File: config.mk
export PLATFORM = sky130hd
export DESIGN_NAME = program_loader
export DESIGN_NICKNAME = d
export VERILOG_FILES = /design/src/rtl/program_loader_pkg.sv /design/src/rtl/uart_rx.sv /design/src/rtl/program_loader.sv
export SDC_FILE = /design/constraint.sdc
export NUM_CORES = 1
export LEC_CHECK = 0
export BUFFER_PORTS_ARGS = -buffer_cell sky130_fd_sc_hd__buf_2
export CORE_MARGIN = 3
export CORE_UTILIZATION = 35
export CTS_CLUSTER_SIZE = 10
export DETAILED_ROUTE_END_ITERATION = 7
export PLACE_DENSITY = 0.56
export SLEW_MARGIN = 10
export SYNTH_ARGS = -nofsm -noshare
export SYNTH_HDL_FRONTEND = slang
export SYNTH_SLANG_ARGS = --single-unit
export TNS_END_PERCENT = 100
File: constraint.sdc
create_clock -name sysclk -period 1.9 [get_ports sysclk]
set_clock_uncertainty 0.1 [all_clocks]
set_input_delay 0.19 -clock sysclk [delete_from_list [all_inputs] [get_ports sysclk]]
set_output_delay 0.19 -clock sysclk [all_outputs]
set_load 0.005 [all_outputs]
File: src/rtl/program_loader_pkg.sv
// Shared types and constants for the UART program loader.
//   ld_state_t : loader FSM states (length header, data words, terminal states)
//   rx_state_t : UART receiver FSM states
//   HDR_BYTES  : number of bytes in the little-endian length header
package program_loader_pkg;

  typedef enum logic [2:0] {
    LEN_LO,
    LEN_HI,
    DATA,
    DONE,
    ERROR
  } ld_state_t;

  typedef enum logic [1:0] {
    IDLE,
    START,
    BITS,
    STOP
  } rx_state_t;

  localparam int HDR_BYTES = 2;

endpackage

File: src/rtl/uart_rx.sv
// 8N1 UART receiver, LSB first, with a 2-FF input synchroniser.
// A synchronised falling edge starts a frame; the start bit is re-checked at
// mid-bit so short glitches are rejected, then each data bit and the stop bit
// are sampled one bit period apart.
// Ports:
//   sysclk      : system clock
//   rst         : asynchronous active-low reset
//   rx          : serial line, idle high, asynchronous to sysclk
//   byte_valid  : one-cycle pulse, byte_data holds the received byte
//   byte_data   : last received byte (stable until the next frame shifts in)
//   framing_err : one-cycle pulse when the stop bit is sampled low
module uart_rx #(
  parameter int CLKS_PER_BIT = 868
) (
  input  logic       sysclk,
  input  logic       rst,
  input  logic       rx,
  output logic       byte_valid,
  output logic [7:0] byte_data,
  output logic       framing_err
);
  import program_loader_pkg::*;

  localparam int CW = $clog2(CLKS_PER_BIT);
  localparam logic [CW-1:0] HALF_M1 = CW'(CLKS_PER_BIT / 2 - 1);
  localparam logic [CW-1:0] FULL_M1 = CW'(CLKS_PER_BIT - 1);

  rx_state_t      state, state_nxt;
  logic [1:0]     sync;
  logic           rx_s;
  logic [CW-1:0]  cnt;
  logic [2:0]     bit_idx;
  logic [7:0]     shreg;
  logic           tick_half, tick_full;

  assign rx_s      = sync[1];
  assign tick_half = (cnt == HALF_M1);
  assign tick_full = (cnt == FULL_M1);
  assign byte_data = shreg;

  always_ff @(posedge sysclk or negedge rst) begin
    if (!rst) begin
      sync  <= 2'b11;
      state <= IDLE;
    end else begin
      sync  <= {sync[0], rx};
      state <= state_nxt;
    end
  end

  always_comb begin
    state_nxt = state;
    case (state)
      IDLE:    if (!rx_s) state_nxt = START;
      // A line that is high again at mid start bit was only a glitch.
      START:   if (tick_half) state_nxt = rx_s ? IDLE : BITS;
      BITS:    if (tick_full && bit_idx == 3'd7) state_nxt = STOP;
      STOP:    if (tick_full) state_nxt = IDLE;
      default: state_nxt = IDLE;
    endcase
  end

  // cnt restarts at every sample point so the next sample lands one bit later
  always_ff @(posedge sysclk or negedge rst) begin
    if (!rst) begin
      cnt         <= '0;
      bit_idx     <= '0;
      shreg       <= '0;
      byte_valid  <= 1'b0;
      framing_err <= 1'b0;
    end else begin
      byte_valid  <= 1'b0;
      framing_err <= 1'b0;
      case (state)
        IDLE: begin
          cnt     <= '0;
          bit_idx <= '0;
        end
        START: cnt <= tick_half ? '0 : cnt + 1'b1;
        BITS: begin
          if (tick_full) begin
            cnt     <= '0;
            shreg   <= {rx_s, shreg[7:1]};
            bit_idx <= bit_idx + 1'b1;
          end else begin
            cnt <= cnt + 1'b1;
          end
        end
        STOP: begin
          if (tick_full) begin
            cnt <= '0;
            if (rx_s) byte_valid  <= 1'b1;
            else      framing_err <= 1'b1;
          end else begin
            cnt <= cnt + 1'b1;
          end
        end
        default: cnt <= '0;
      endcase
    end
  end

endmodule

File: src/rtl/program_loader.sv
// UART boot loader feeding the CPU program-memory write port.
// Receives a 16-bit little-endian word count followed by that many 32-bit
// little-endian instruction words and writes each word to program memory.
// The CPU is held in reset until the whole image has been written.
// Ports:
//   sysclk   : system clock
//   rst      : asynchronous active-low reset
//   uart_rx  : serial input, 8N1
//   wr_en    : one-cycle program-memory write strobe
//   wr_addr  : word-aligned byte address of the written word
//   wr_data  : instruction word
//   cpu_hold : high while the image is not (yet) loaded
//   done     : image fully written (sticky)
//   err      : framing or length error (sticky until rst)
module program_loader #(
  parameter int CLKS_PER_BIT = 868,
  parameter int PC_WIDTH     = 12
) (
  input  logic                sysclk,
  input  logic                rst,
  input  logic                uart_rx,
  output logic                wr_en,
  output logic [PC_WIDTH-1:0] wr_addr,
  output logic [31:0]         wr_data,
  output logic                cpu_hold,
  output logic                done,
  output logic                err
);
  import program_loader_pkg::*;

  localparam int IW        = PC_WIDTH - 2;
  localparam int LW        = HDR_BYTES * 8;
  localparam int CAP_WORDS = 2 ** IW;

  ld_state_t      state, state_nxt;
  logic           byte_valid, framing_err;
  logic [7:0]     byte_data;
  logic [LW-1:0]  count;
  logic [LW-1:0]  hdr_len;
  logic [23:0]    word;
  logic [1:0]     bcnt;
  logic [IW-1:0]  idx;
  logic           last_word;
  logic           fin_pend;

  uart_rx #(.CLKS_PER_BIT(CLKS_PER_BIT)) u_rx (
    .sysclk      (sysclk),
    .rst         (rst),
    .rx          (uart_rx),
    .byte_valid  (byte_valid),
    .byte_data   (byte_data),
    .framing_err (framing_err)
  );

  assign hdr_len   = {byte_data, count[7:0]};
  assign last_word = ((32'(idx) + 32'd1) == 32'(count));

  assign cpu_hold = (state != DONE);
  assign done     = (state == DONE);
  assign err      = (state == ERROR);

  always_ff @(posedge sysclk or negedge rst) begin
    if (!rst) state <= LEN_LO;
    else      state <= state_nxt;
  end

  always_comb begin
    state_nxt = state;
    case (state)
      LEN_LO: begin
        if (framing_err)     state_nxt = ERROR;
        else if (byte_valid) state_nxt = LEN_HI;
      end
      LEN_HI: begin
        if (framing_err) begin
          state_nxt = ERROR;
        end else if (byte_valid) begin
          if (hdr_len == '0)                state_nxt = DONE;
          else if (int'(hdr_len) > CAP_WORDS) state_nxt = ERROR;
          else                              state_nxt = DATA;
        end
      end
      // DONE waits one cycle behind the final write strobe (fin_pend).
      DATA: begin
        if (framing_err)   state_nxt = ERROR;
        else if (fin_pend) state_nxt = DONE;
      end
      DONE:    state_nxt = DONE;
      ERROR:   state_nxt = ERROR;
      default: state_nxt = LEN_LO;
    endcase
  end

  // Bytes enter at the top of a 24-bit shifter; the 4th byte completes the
  // word directly into wr_data, so an incomplete word never reaches memory.
  always_ff @(posedge sysclk or negedge rst) begin
    if (!rst) begin
      wr_en    <= 1'b0;
      wr_addr  <= '0;
      wr_data  <= '0;
      count    <= '0;
      word     <= '0;
      bcnt     <= '0;
      idx      <= '0;
      fin_pend <= 1'b0;
    end else begin
      wr_en    <= 1'b0;
      fin_pend <= 1'b0;
      if (byte_valid) begin
        case (state)
          LEN_LO: count[7:0]  <= byte_data;
          LEN_HI: count[15:8] <= byte_data;
          DATA: begin
            bcnt <= bcnt + 1'b1;
            if (bcnt == 2'd3) begin
              wr_en    <= 1'b1;
              wr_data  <= {byte_data, word};
              wr_addr  <= {idx, 2'b00};
              idx      <= idx + 1'b1;
              fin_pend <= last_word;
            end else begin
              word <= {byte_data, word[23:8]};
            end
          end
          default: ;
        endcase
      end
    end
  end

endmodule

# After elaboration in Yosys (flattened, before gate mapping)
# Index checks and enable logic that the tools add are counted.
# classes
magnitude_cmp,1
reduce_logical,15
bitwise,1
n_eq_ne,21
muxes,32
addsub,5
# op_table
operator,count
$pmux W10 S3,1
$mux W3,9
$add A10 B1 Y10 const B,2
$mux W10,2
$eq A11 B16 Y1,1
$gt A16 B11 Y1 const B,1
$logic_not A16 Y1,1
$pmux W3 S5,1
$mux W1,12
$add A10 B1 Y11 const B,1
$eq A10 B10 Y1 const B,1
$eq A10 B9 Y1 const B,1
$mux W2,5
$reduce_and A2 Y1,5
$reduce_and A3 Y1,3
$ne A2 B1 Y1 const B,4
$pmux W2 S4,1
$eq A2 B2 Y1 const B,3
$eq A3 B2 Y1 const B,2
$eq A3 B3 Y1 const B,2
$ne A3 B1 Y1 const B,2
$ne A3 B2 Y1 const B,2
$pmux W3 S2,1
$reduce_and A4 Y1,1
other kinds (11),11
# word_totals
inputBits,3
elab_cells,92
register_bits,126
out_inout_bits,48

# Longest topological paths before layout
# depth
ltp_word,6
depth_mapped,7

# Cells and area by module
# Synthesis repeated with hierarchy kept, for this count alone.
# unflattened
hier_cells,480
hier_area_um2,5617.9
# modules_own_cells
module,instances,cells_each,area_per_inst_um2,seq_area_each_um2
program_loader,1,366,4270.3,2477.4
uart_rx,1,114,1347.5,678.2

# Least setup slack after synthesis
# Ideal clock, no wire load.
# synth_path
path_kind,reg2reg
from,register u_rx.cnt[2]
to,register u_rx.state[0]
stages_incl_launch_ff,6
path_slack_ps,-112
arrival_time_ps,1787
setup_time_ps,125
t_required_ps,1675
path_cell_list,dfrtp_1 -> or3b_4 -> or3_4 -> a21o_1 -> nand2_4 -> mux2_4
# synth_between
elab_chain_len,4
elab_cells_between_ends,7
# synth_lines
item,line_no,rtl
start: declaration,uart_rx.sv:31,logic [CW-1:0] cnt;
start signal: assignment,uart_rx.sv:79,START: cnt <= tick_half ? '0 : cnt + 1'b1;
start signal: assignment,uart_rx.sv:86,cnt <= cnt + 1'b1;
start signal: assignment,uart_rx.sv:95,cnt <= cnt + 1'b1;
$eq A10 B10 Y1,uart_rx.sv:38,assign tick_full = (cnt == FULL_M1);
$logic_and A1 B1 Y1,uart_rx.sv:57,BITS: if (tick_full && bit_idx == 3'd7) state_nxt = STOP;
$ne A2 B1 Y1 (no line),--,
$reduce_and A4 Y1 (no line) *,--,
end signal: assignment,uart_rx.sv:47,state <= state_nxt;
end: declaration,uart_rx.sv:28,"rx_state_t state, state_nxt;"
# Mark *: on every way between the ends. The rest lies on a longest branch, timed or not.
# A chain may end at the register's enable or synchronous reset.

# Final worst setup path
# layout_path
from,register u_rx.cnt[3]
to,register u_rx.shreg[0] (netlist: u_rx.byte_data[0])
# layout_between
elab_chain_len,2
# layout_lines
item,line_no,rtl
$eq A10 B10 Y1,uart_rx.sv:38,
$reduce_and A2 Y1 (no line),--,
end signal: assignment,uart_rx.sv:83,"shreg <= {rx_s, shreg[7:1]};"
end: declaration,uart_rx.sv:33,logic [7:0] shreg;
# Every way passes these cells.

==> key figures <==
Cells and area
  – Core Util, Final: 0.470
  – N_diodes: 0
  – Multi-input gate area: roughly 0.0022 sq mm
  – Layout cells sized above 1: 0.467
  – Nets: between 500 and 600
  – Seq. cell area: around 0.0032 sq mm
  – Area Overhead vs Synth: 28.7%
  – Fill cell count: ~1300
  – Fin area: 0.00696 sq mm

Synthesis
  – Post-synth top flop: dfrtp_1
  – FFs w/ async S/R, synth: 1.00
  – Post-synthesis cell count: 405
  – Yosys reg bits: around 130
  – Sequential share of the synthesized area: 0.584
  – Mapped cell area: 0.00541 sq mm
  – Mean Syn Cell Area: between 10 and 15 sq um
  – Post-synth EDFFs: 0
  – Synth warn: 0
  – Synth cell types: 59

Clocking
  – CTS tree: built
  – Reg clk slew, reported paths: roughly 0.06 ns
  – Max clock buf depth: 2
  – Clk Latency, worst-skew pair: around 0.41 ns
  – Htree depth: 4
  – CTS Buf Count: 17
  – Clock sink count: about 130
  – Clock Tree Root: clkbuf_16

Drt
  – Vias: 3397
  – DR WL/cell: 15.6 microns
  – Remaining antenna violation count: 0
  – 1st-iter DRT viols: 165
  – Drt drc: 0
  – Post-detailed-route via-to-cell ratio: just under 5
  – First-pass iteration count of the detailed router: 4
  – DRT Wirelength: about 11 mm

Place
  – PortBufs: 48
  – Hpwl dp: ~7.5 mm
  – Placed inst area: 0.00615 sq mm
  – Gpl congestion: between 0.8 and 0.9
  – Pre-CTS setup slack: -0.169 ns

Global routing
  – Remaining Overflow, GRT: 0
  – First-pass GRT wire length: roughly 18 mm
  – Largest net degree at the start of global routing: between 40 and 50
  – Vias in the first global route: about 3600
  – Aggregate global-route resource usage: 0.140
  – Antenna violations before repair: 0

Floorplan
  – IO Pins: approximately 50
  – Die Span Y: approximately 130 microns
  – Die ar.: 0.0170 sq mm
  – DIE WIDTH: 130 microns
  – Starting density of the core: 0.365
  – Core ar.: between 0.01 and 0.015 sq mm
  – Rows: 44

Run
  – Max_cap viols: 0

Power and ir drop
  – Peak VDD IR: ~740 uV
  – Design Power: 6.47 mW
  – Seq pwr share: 0.416
  – P_leak: ~3.6 nW
  – PD cells: about 930 mW/mm^2
  – Net Switching: 1.20 mW
  – Comb pwr share: 0.011
  – Clock power share: 0.573
  – Pint: roughly 5.3 mW
  – Switching share of power: 0.186

STA
  – RSZ-0062 raised after global routing: yes
  – Final min period: approximately 2 ns
  – Final period util: 1.05
  – Final setup viols: 10
  – Final setup TNS: -0.771 ns
  – Fmax: approximately 500 MHz
  – Post-route setup slack: -0.0980 ns
  – Max-slew violation count: 0
  – Final hold viol count: 0

Worst setup path
  – Crit Path Category: reg2reg
  – Largest fanout on the critical path: 5
  – Setup crit end kind: flip-flop
  – Critical Path AT: between 2 and 2.5 ns
  – Crit path launch type: flip-flop
  – Crit path required time: roughly 2.1 ns

Run status
  – Outcome: finished with violations
  – Failing checks: setup timing

Min path
  – Min-Delay Path Class: in2async
[power groups by stage]
stage / sequential [mW] / clock, mW / combinational, mW
after detailed placement: 2.74 / 0 / 0.0732
after global routing: 2.69 / 3.91 / 0.0850
after CTS: 2.69 / 3.79 / 0.0767
after floorplan: 2.74 / 0 / 0.00475
after global placement: 2.74 / 0 / 0.0714
final: 2.69 / 3.71 / 0.0714
[timing repair]
item	in CTS	in global routing
hold buffers	2	0
resized for setup	5	15
setup endpoints to repair	12	38
hold endpoints to repair	125	0
setup buffers	2	0
gates cloned	1	0
pin swaps	2	5
[cells by family after synthesis]
family | count (synthesis) | synth area share
mux | 94 | 0.196
fa+ha+maj | 6 | 0.0139
compound gates | 30 | 0.0380
xor+xnor | 25 | 0.0405
buf+inv | 28 | 0.0252
flops | 126 | 0.584
other cells | 1 | 0.000694
simple gates | 95 | 0.102
[per-stage QoR]
| step | std cells | hold WS, ns |
|---|---|---|
| 2_1_floorplan | 406 | -0.206 |
| 3_3_place_gp | 659 | 0.00983 |
| 3_5_place_dp | 659 | 0.00726 |
| 4_1_cts | 696 | 0.128 |
| 5_1_grt | 696 | 0.149 |
| 6_report | 696 | 0.127 |
[synthesized netlist by cell type, types with 2 or more instances]
| cell | instances | share of area |
|---|---|---|
| or3_4 | 2 | 0.0042 |
| nor3b_1 | 2 | 0.0028 |
| clkbuf_1 | 5 | 0.0035 |
| dfrtp_1 | 124 | 0.57 |
| dfstp_2 | 2 | 0.0097 |
| nand2b_1 | 2 | 0.0023 |
| nand3_1 | 8 | 0.0074 |
| mux2_2 | 85 | 0.18 |
| a211oi_1 | 2 | 0.0028 |
| a22o_1 | 2 | 0.0032 |
| a21o_1 | 2 | 0.0028 |
| nand4_1 | 6 | 0.0069 |
| a31oi_1 | 2 | 0.0023 |
| buf_2 | 13 | 0.012 |
| xor2_1 | 15 | 0.024 |
| nand2_1 | 16 | 0.011 |
| nor4b_1 | 2 | 0.0032 |
| mux2_1 | 7 | 0.015 |
| inv_1 | 6 | 0.0042 |
| o21ai_0 | 7 | 0.0065 |
| nor2_1 | 23 | 0.016 |
| and3_1 | 2 | 0.0023 |
| nor4_1 | 3 | 0.0035 |
| ha_1 | 6 | 0.014 |
| buf_4 | 2 | 0.0028 |
| nor2b_1 | 4 | 0.0046 |
| xnor2_1 | 10 | 0.016 |
| a21oi_1 | 6 | 0.0056 |
| nor3_1 | 7 | 0.0065 |
| or2_2 | 3 | 0.0035 |
[per-layer routing]
metal / part of all wire / vias up / global-route usage / routed length (microns)
met5: 0 / - / 0 / 0
met4: 0.014 / 0 / 0.0471 / 147
met3: 0.040 / 13 / 0.0479 / 431
met2: 0.48 / 55 / 0.221 / 5230
met1: 0.46 / 1717 / 0.181 / 5050
li1: - / 1612 / - / -
[area by class of cell]
| type | instances | area share |
|---|---|---|
| inverters | 7 | 0.00378 |
| multi-input cells | 253 | 0.316 |
| clock buffers | 22 | 0.0682 |
| clock inverters | 10 | 0.0297 |
| repair buffers | 94 | 0.0953 |
| well taps | 184 | 0.0331 |
| flip-flops and latches | 126 | 0.454 |
[layout by cell type (no fill, tap or decap), types with 3 or more instances in the layout]
cell type / n
dfrtp_1: 124
mux2_2: 83
buf_2: 47
buf_4: 38
nor2_1: 23
clkbuf_16: 17
nand2_1: 15
xor2_1: 15
xnor2_1: 10
mux2_4: 10
nand3_1: 8
nor3_1: 7
o21ai_0: 7
inv_1: 6
nand4_1: 6
ha_1: 6
bufinv_16: 6
a21oi_1: 5
buf_12: 5
or2_2: 3
nor2b_1: 3
clkbuf_8: 3
[worst max-delay path: stages (launching register included)]
cell     delay [ns]
dfrtp_1        0.38
or3b_4         0.41
or3_4          0.45
nor2_4         0.22
mux2_4         0.33
[sequential cells by signal (all words and copies together) (netlist names), named ones only]
name,count
wr_data,32
word,24
count,16
idx,10
u_rx.cnt,10
wr_addr,10
u_rx.byte_data,8
state,3
u_rx.bit_idx,3
bcnt,2
u_rx.sync,2
fin_pend,1
u_rx.byte_valid,1
u_rx.framing_err,1
u_rx.state,1
wr_en,1
[final timing paths]
| path | start | to | slack [ns] | cells past startpoint |
|---|---|---|---|---|
| max in group asynchronous | rst | word[5]$_DFFE_PN0P_ | 1.01 | 3 |
| min in group sysclk | u_rx.sync[0]$_DFF_PN1_ | u_rx.sync[1]$_DFF_PN1_ | 0.26 | 0 |
| max reg2reg | u_rx.cnt[3]$_DFF_PN0_ | u_rx.byte_data[0]$_DFFE_PN0P_ | -0.1 | 4 |
| max | u_rx.cnt[3]$_DFF_PN0_ | u_rx.byte_data[0]$_DFFE_PN0P_ | -0.1 | 4 |
| min reg2reg | u_rx.sync[0]$_DFF_PN1_ | u_rx.sync[1]$_DFF_PN1_ | 0.26 | 0 |
| min | rst | wr_addr[2]$_DFFE_PN0P_ | 0.13 | 2 |
No activity file was read; power rests on OpenSTA's default activity.
